$ cat src/rtl/alu_pkg.sv
// Shared definitions for the ALU operand entry path: widths, opcode set and
// the one-hot entry-state encoding.
package alu_pkg;

  localparam int ALU_WIDTH = 16;
  localparam int ALU_OP_W  = 5;

  typedef enum logic [ALU_OP_W-1:0] {
    ALU_ADD = 5'd0,
    ALU_MUL = 5'd1,
    ALU_AND = 5'd2,
    ALU_SUB = 5'd4,
    ALU_OR  = 5'd5
  } alu_op_e;

  typedef enum logic [3:0] {
    WAIT_A  = 4'b0001,
    WAIT_B  = 4'b0010,
    WAIT_OP = 4'b0100,
    SHOW    = 4'b1000
  } seq_state_e;

endpackage

$ cat src/rtl/edge_detect.sv
// Rising-edge pulse generator for a debounced level. The history flop resets
// to 1 so a level held through reset does not fire when reset is released.
module edge_detect (
  input  logic clk,
  input  logic reset,
  input  logic sig,
  output logic pulse
);

  logic sig_q;
  logic sig_d;

  always_comb begin
    sig_d = sig;
  end

  // NOTE: sequential state uses non-blocking assignments so every flop samples
  // pre-edge values regardless of block ordering.
  always_ff @(posedge clk or posedge reset) begin
    if (reset) sig_q <= 1'b1;
    else       sig_q <= sig_d;
  end

  assign pulse = sig & ~sig_q;

endmodule

$ cat src/rtl/alu_operand_sequencer.sv
// Reverse-Polish entry stage feeding a combinational ALU: captures A, B and the
// opcode on successive enter presses, with undo stepping back one state.
// Optional feature macro ALU_SEQ_RESULT_CHAIN_EN: enter in SHOW chains the
// result into operand A instead of clearing everything.
module alu_operand_sequencer
  import alu_pkg::*;
#(
  parameter int WIDTH = ALU_WIDTH,
  parameter int OP_W  = ALU_OP_W
) (
  input  logic             clk,
  input  logic             reset,
  input  logic [WIDTH-1:0] data_in,
  input  logic             enter,
  input  logic             undo,
  input  logic [WIDTH-1:0] alu_result,
  output logic [WIDTH-1:0] op_a,
  output logic [WIDTH-1:0] op_b,
  output logic [OP_W-1:0]  op_code,
  output logic [WIDTH-1:0] display_value,
  output logic [3:0]       state_leds,
  output logic             result_valid
);

  logic enter_pulse;
  logic undo_pulse;
  logic commit;

  seq_state_e state_q, state_d;

  logic [WIDTH-1:0] op_a_q, op_a_d;
  logic [WIDTH-1:0] op_b_q, op_b_d;
  logic [OP_W-1:0]  op_code_q, op_code_d;

  edge_detect u_enter_edge (
    .clk   (clk),
    .reset (reset),
    .sig   (enter),
    .pulse (enter_pulse)
  );

  edge_detect u_undo_edge (
    .clk   (clk),
    .reset (reset),
    .sig   (undo),
    .pulse (undo_pulse)
  );

  // Undo has priority: a coincident enter is discarded.
  assign commit = enter_pulse & ~undo_pulse;

  always_ff @(posedge clk or posedge reset) begin
    if (reset) state_q <= WAIT_A;
    else       state_q <= state_d;
  end

  // NOTE: every always_comb output gets a default before any branch, so no
  // path can leave it unassigned and infer a latch.
  always_comb begin
    state_d = state_q;
    if (undo_pulse) begin
      unique case (state_q)
        WAIT_A:  state_d = WAIT_A;
        WAIT_B:  state_d = WAIT_A;
        WAIT_OP: state_d = WAIT_B;
        SHOW:    state_d = WAIT_OP;
        default: state_d = WAIT_A;
      endcase
    end else if (commit) begin
      unique case (state_q)
        WAIT_A:  state_d = WAIT_B;
        WAIT_B:  state_d = WAIT_OP;
        WAIT_OP: state_d = SHOW;
`ifdef ALU_SEQ_RESULT_CHAIN_EN
        SHOW:    state_d = WAIT_B;
`else
        SHOW:    state_d = WAIT_A;
`endif
        default: state_d = WAIT_A;
      endcase
    end
  end

  always_comb begin
    op_a_d    = op_a_q;
    op_b_d    = op_b_q;
    op_code_d = op_code_q;
    if (commit) begin
      unique case (state_q)
        WAIT_A:  op_a_d    = data_in;
        WAIT_B:  op_b_d    = data_in;
        WAIT_OP: op_code_d = data_in[OP_W-1:0];
        SHOW: begin
`ifdef ALU_SEQ_RESULT_CHAIN_EN
          op_a_d    = alu_result;
`else
          op_a_d    = '0;
`endif
          op_b_d    = '0;
          op_code_d = '0;
        end
        default: ;
      endcase
    end
  end

  always_ff @(posedge clk or posedge reset) begin
    if (reset) begin
      op_a_q    <= '0;
      op_b_q    <= '0;
      op_code_q <= '0;
    end else begin
      op_a_q    <= op_a_d;
      op_b_q    <= op_b_d;
      op_code_q <= op_code_d;
    end
  end

  always_comb begin
    state_leds    = state_q;
    result_valid  = (state_q == SHOW);
    display_value = (state_q == SHOW) ? alu_result : data_in;
  end

  assign op_a    = op_a_q;
  assign op_b    = op_b_q;
  assign op_code = op_code_q;

endmodule

$ cat config.mk
export PLATFORM = sky130hd
export DESIGN_NAME = alu_operand_sequencer
export DESIGN_NICKNAME = d
export VERILOG_FILES = /design/src/rtl/alu_pkg.sv /design/src/rtl/edge_detect.sv /design/src/rtl/alu_operand_sequencer.sv
export SDC_FILE = /design/constraint.sdc
export NUM_CORES = 1
export LEC_CHECK = 0
export ABC_AREA = 1
export CORE_MARGIN = 2
export CORE_UTILIZATION = 35
export DETAILED_ROUTE_END_ITERATION = 12
export PLACE_DENSITY = 0.68
export REMOVE_ABC_BUFFERS = 1
export SYNTH_ARGS = -nofsm -noshare
export SYNTH_HDL_FRONTEND = slang
export SYNTH_SLANG_ARGS = --single-unit
$ cat constraint.sdc
create_clock -name clk -period 1.6 [get_ports clk]
set_clock_uncertainty 0.05 [all_clocks]
set_input_delay 0.24 -clock clk [delete_from_list [all_inputs] [get_ports clk]]
set_output_delay 0.24 -clock clk [all_outputs]
set_load 0.02 [all_outputs]
==> results of run 1 <==
[routing by layer]
metal | vias up | routed length [µm] | GRT usage [%]
li1 | 1125 | - | -
met1 | 1024 | 2640 | 25.4
met2 | 65 | 3110 | 31.9
met3 | 6 | 392 | 5.00
met4 | 0 | 93 | 7.17
met5 | - | 0 | 0
[worst max-delay path: cells and delay by family, from the launching register on]
kind	cells	cell delay (ps)
buf+inv	3	360
compound gates	1	130
simple gates	2	140
flops	1	560
[synthesized netlist by cell type (all sizes together)]
library cell,instances
nor2,31
o21ai,16
clkinv,1
o211ai,2
nand3,2
dfstp,3
o22ai,1
dfrtp,40
nand2,152
inv,28
buf,9
[per-stage QoR]
stage	setup slack (ps)	hold slack [ps]	TNS [ps]	area, µm²
2_1_floorplan	-425	194	-10700	2060
3_3_place_gp	-300	403	-6910	3380
3_5_place_dp	-349	408	-8040	3380
4_1_cts	-150	95.6	-2270	3560
5_1_grt	-236	97.7	-3920	3790
6_report	-188	96.2	-2810	3790
[flip-flops by register name, indices dropped and copies added (netlist names)]
name / cells
op_a: 16
op_b: 16
op_code: 5
state_leds: 4
u_enter_edge.sig_q: 1
u_undo_edge.sig_q: 1
[final timing paths]
path	startpoint	to	slack, ps	depth (start not counted)
setup / recovery	state_leds[0]	display_value[2]	-190	6
hold / removal	reset	state_leds[3]	100	2
setup reg to reg	state_leds[3]	op_code[3]	50	8
hold reg to reg	op_a[6]	op_a[6]	420	2
max in group asynchronous	reset	op_a[14]	890	3
min in group clk	op_a[6]	op_a[6]	420	2
[layout by cell type, fill, tap and decap left out, drive strengths merged, types with 3 or more instances in the layout]
cell and instances:
inv 26, buf 60, o21ai 16, nand2 152, dfstp 3, clkinv 3
clkdlybuf4s50 52, clkbuf 9, nor2 31, dlymetal6s2s 20, dfrtp 40
[area by class of cell]
cell class	count	area share [%]
clock buffers	6	1.92
clock inverters	1	0.793
inverters	29	3.27
multi-input cells	204	26.6
flip-flops and latches	43	28.5
well taps	75	2.48
repair buffers	137	36.5
[report_power, final]
group          switching (mW)  leakage [nW]  total (mW)  internal [mW]
combinational            1.13          1.60        2.14           1.01
clock                   0.366        0.0513       0.823          0.458
sequential              0.230         0.547        1.73           1.50
[cells by family (layout without fill, tap and decap cells)]
| logic type | count (synthesis) | in the layout | synth area share (%) |
|---|---|---|---|
| flops | 43 | 43 | 50.1 |
| simple gates | 185 | 185 | 34.3 |
| compound gates | 19 | 19 | 6.27 |
| buf+inv | 38 | 173 | 9.34 |
[repair_timing]
item                       in CTS  in global routing
resized for setup             121                 59
setup buffers                   3                  3
cloned                          2                  1
setup endpoints to repair      21                 65
pin swaps                       3                  1
==> out/results.ini, run 1 <==
[logic_synthesis]
synth_area_um2 = 2160
yosys_register_bits = 43
synth.area.top_cells = dfrtp_1 (46%), nand2_1 (26%), inv_1 (4.4%)
synth.largest_area_cell = dfrtp_1
yosysTopAreaCellShare_pct = 46.4
synth_cell_type_count = 20
seq_area_frac_synth_pct = 50.1
synth.avg_cell_area_um2 = 7.56
synthCells = 285
yosysWarnings = 0

[power_and_ir_drop]
irDropWorstVdd_v = 0.000632
p_leak_nw = 2.19
power_mw = 4.70
p_per_area_nw_per_um2 = 1240

[sta]
rsz0062_at_grt = true
setup_violations = 17
period_share_pct = 112
maxSlewViolCount = 0
slew_headroom_pct = 82.3
fmax_ghz = 0.559
period_needed_ps = 1790
tightest_slew_ps = 264
setup_ws_ps = -188
finalHoldViolCount = 0

[global_route]
grt_antenna_before_repair = 0
grt_first_pass_wirelength_um = 9860
grt.total_usage_pct = 19.7
grt_overflow_total = 0
grt_max_degree = 22
grt_pass1_vias = 2099

[drt]
vias = 2220
ant_nets = 0
firstDrtPassIters = 4
drt_iter0_markers = 118
vias_per_cell = 4.48
drcViolationCount = 0
avgRoutedWirePerCell_um = 12.6
drt-total-wl_um = 6240

[clocking]
cts_tree = done
cts_buffers = 5
insertion_delay_ps = 300
cts_hold_buf = 0
path_clk_slew_ps = 80
cts_max_level = 2
clockBufferDepth = 2
cts_root_buf = clkbuf_8
cts.sinks = 43

[finish]
multi_input_area_um2 = 1010
num-fill-cells = 504
antenna_cells = 0
synthToLayoutAreaGrowth_pct = 75.7
fin_cells = 495
register_area_um2 = 1080
final_util_pct = 64.0
drive_above_1_share_pct = 27.4
nNetsFinal = 456

[die]
dieArea_um2 = 6800
ios = 94
die_x_um = 82.5
core-area_um2 = 5920
die_y_um = 82.5
initial_utilization_pct = 36.4
rows = 28

[worst_setup_path]
arrival_ps = 1500
required_ps = 1310
crit_chain = nor2_4, nand2_4, inv_8, clkbuf_16, o21ai_4, buf_6
crit_path_end_kind = primary output
cp_slowest_stage_delay_ps = 560
slowest_stage = dfstp_2
cp-start-kind = flip-flop
cp_max_fo = 6
crit_type = flip-flop to primary output

[flow_run]
max_cap_viol_count = 0

[status]
outcome = finished, violations left
violations = negative setup slack

[placement]
portBuffers = 93
dp_hpwl_um = 4240
gp_congestion = 0.879
dp_cells = 479

[worst_hold_path]
hp-class = input port to asynchronous set/reset pin

Note: power is estimated with default switching activity, not from simulation.
==> run 2, diff against run 1 <==
--- a/config.mk
+++ b/config.mk
@@ -5,12 +5,12 @@
 export SDC_FILE = /design/constraint.sdc
 export NUM_CORES = 1
 export LEC_CHECK = 0
-export ABC_AREA = 1
 export CORE_MARGIN = 2
 export CORE_UTILIZATION = 35
 export DETAILED_ROUTE_END_ITERATION = 12
-export PLACE_DENSITY = 0.68
+export PLACE_DENSITY = 0.69
 export REMOVE_ABC_BUFFERS = 1
+export SKIP_CTS_REPAIR_TIMING = 1
 export SYNTH_ARGS = -nofsm -noshare
 export SYNTH_HDL_FRONTEND = slang
 export SYNTH_SLANG_ARGS = --single-unit
==> out/results.ini, run 2 <==
[logic_synthesis]
yosys_register_bits = 43
synth_cell_type_count = 32
synth.largest_area_cell = dfrtp_1
yosysWarnings = 0
synth.most_common_cell = dfrtp_1
synth.area.top_cells = dfrtp_1 (50%), a22o_1 (13%), mux2_2 (8.9%)
ys.flop_type = dfrtp_1
synth.avg_cell_area_um2 = 12.4
synth_commonest_cells = dfrtp_1 (40), a22o_1 (31), mux2_2 (16)
synth_area_um2 = 2020
synthCells = 163
seq_area_frac_synth_pct = 53.5
synth-edff-count = 0
yosysTopAreaCellShare_pct = 49.6
asyncSetResetFlopFracSynth_pct = 100

[clocking]
path_clk_slew_ps = 80
insertion_delay_ps = 290
cts_max_level = 2
cts_tree = done
cts.sinks = 43
cts_buffers = 5
cts_root_buf = clkbuf_8
clockBufferDepth = 2

[global_route]
grt_pass1_vias = 1800
grt_overflow_total = 0
grt_antenna_before_repair = 0
grt_first_pass_wirelength_um = 9140
grt_max_degree = 44
grt.total_usage_pct = 18.6

[die]
die_x_um = 79.9
initial_utilization_pct = 36.4
core-area_um2 = 5540
die_y_um = 79.9
ios = 94
dieArea_um2 = 6390
rows = 27

[power_and_ir_drop]
power_mw = 4.67
p_leak_nw = 1.79
switching_power_mw = 1.63
p_int_mw = 3.04
combPwrFrac_pct = 46.8
irDropWorstVdd_v = 0.000987
p_seq_share_pct = 37.1
p_sw_share_pct = 35.0
power.share.clock_pct = 16.1
p_per_area_nw_per_um2 = 1310

[worst_setup_path]
required_ps = 1310
crit_path_end_kind = primary output
cp-start-kind = flip-flop
cp_slowest_stage_delay_ps = 390
crit_chain = nor2b_2, and3_4, buf_8, mux2_4, buf_6
cp_max_fo = 6
crit_type = flip-flop to primary output
arrival_ps = 1680
slowest_stage = dfrtp_1

[finish]
fin_cells = 364
num-fill-cells = 445
stdcell_area_um2 = 3570
layout_common_cells = clkdlybuf4s50_1 (55), dfrtp_1 (40), buf_4 (39)
drive_above_1_share_pct = 33.6
synthToLayoutAreaGrowth_pct = 76.9
final_util_pct = 64.4
register_area_um2 = 1080
nNetsFinal = 327
multi_input_area_um2 = 905
layout_commonest_cell = clkdlybuf4s50_1
antenna_cells = 0

[sta]
tightest_slew_ps = 256
setup_ws_ps = -371
rsz0062_at_grt = true
fmax_ghz = 0.507
period_share_pct = 123
finalHoldViolCount = 0
period_needed_ps = 1970
slew_headroom_pct = 82.8
maxSlewViolCount = 0
setup_violations = 50

[drt]
avgRoutedWirePerCell_um = 16.6
drt-total-wl_um = 6050
drcViolationCount = 0
ant_nets = 0
drt_iter0_markers = 107
vias_per_cell = 5.04
vias = 1834
firstDrtPassIters = 4

[placement]
gp_congestion = 0.786
dp_cells = 354
dp_hpwl_um = 4170
placed_area_um2 = 3260
portBuffers = 93

[status]
outcome = finished, violations left
violations = negative setup slack

[flow_run]
max_cap_viol_count = 0

[worst_hold_path]
hp-class = input port to asynchronous set/reset pin

==> run 2: final cells by class <==
| type | count | area share (%) |
|---|---|---|
| multi-input combinational | 102 | 25.4 |
| tap | 72 | 2.53 |
| clock buffer | 7 | 2.70 |
| timing repair buffer | 136 | 38.6 |
| clock inverter | 1 | 0.210 |
| sequential | 43 | 30.3 |
| inverter | 3 | 0.316 |
==> run 2: stage by stage <==
step	hold slack, ps	worst slack, ps	setup TNS (ps)
CTS	259	-870	-24250
detailed placement	431	-540	-26670
floorplan	194	-735	-25810
global placement	432	-534	-25950
global route	260	-416	-19010
finish	249	-371	-15650
==> run 2: logic make-up after synthesis <==
family                    Yosys count  share of synthesized area (%)
muxes                              16                           8.93
AOI/OAI and AO/OA                  50                           20.2
and+or+nand+nor                    34                           11.1
DFF                                43                           53.5
buffers and inverters              18                           5.40
xor gates and xnor gates            2                          0.869
==> run 2: routing by layer <==
| metal | up-vias | global-route usage, % | share of wire, % |
|---|---|---|---|
| met5 | - | 0 | 0 |
| met4 | 0 | 4.58 | 1.1 |
| met3 | 6 | 4.52 | 6.5 |
| met2 | 62 | 29.1 | 48 |
| met1 | 899 | 26.0 | 45 |
| li1 | 867 | - | - |
==> run 2: worst max-delay path, delay by kind of cell, from the launching register on <==
kind | cells | cell delay [ps]
buffers and inverters | 2 | 290
DFF | 1 | 390
muxes | 1 | 320
and+or+nand+nor | 2 | 390
==> run 2: worst paths after layout <==
path | startpoint | endpoint | slack [ps] | cells after the start
worst max-delay path | state_leds[2] | display_value[0] | -370 | 5
worst min-delay path | reset | op_a[12] | 250 | 3
worst max register to register | state_leds[2] | op_b[5] | -330 | 5
worst min register to register | op_a[7] | op_a[7] | 450 | 1
max in group asynchronous | reset | u_undo_edge.sig_q | 980 | 3
min in group clk | undo | u_undo_edge.sig_q | 450 | 2
==> run 2: power groups by stage <==
stage | combinational [mW] | sequential [mW] | clock, mW
after floorplan | 0.487 | 2.24 | 0
after global placement | 2.17 | 1.74 | 0
after detailed placement | 2.21 | 1.73 | 0
after CTS | 2.21 | 1.73 | 0.776
after global routing | 2.31 | 1.78 | 0.817
final | 2.19 | 1.73 | 0.752
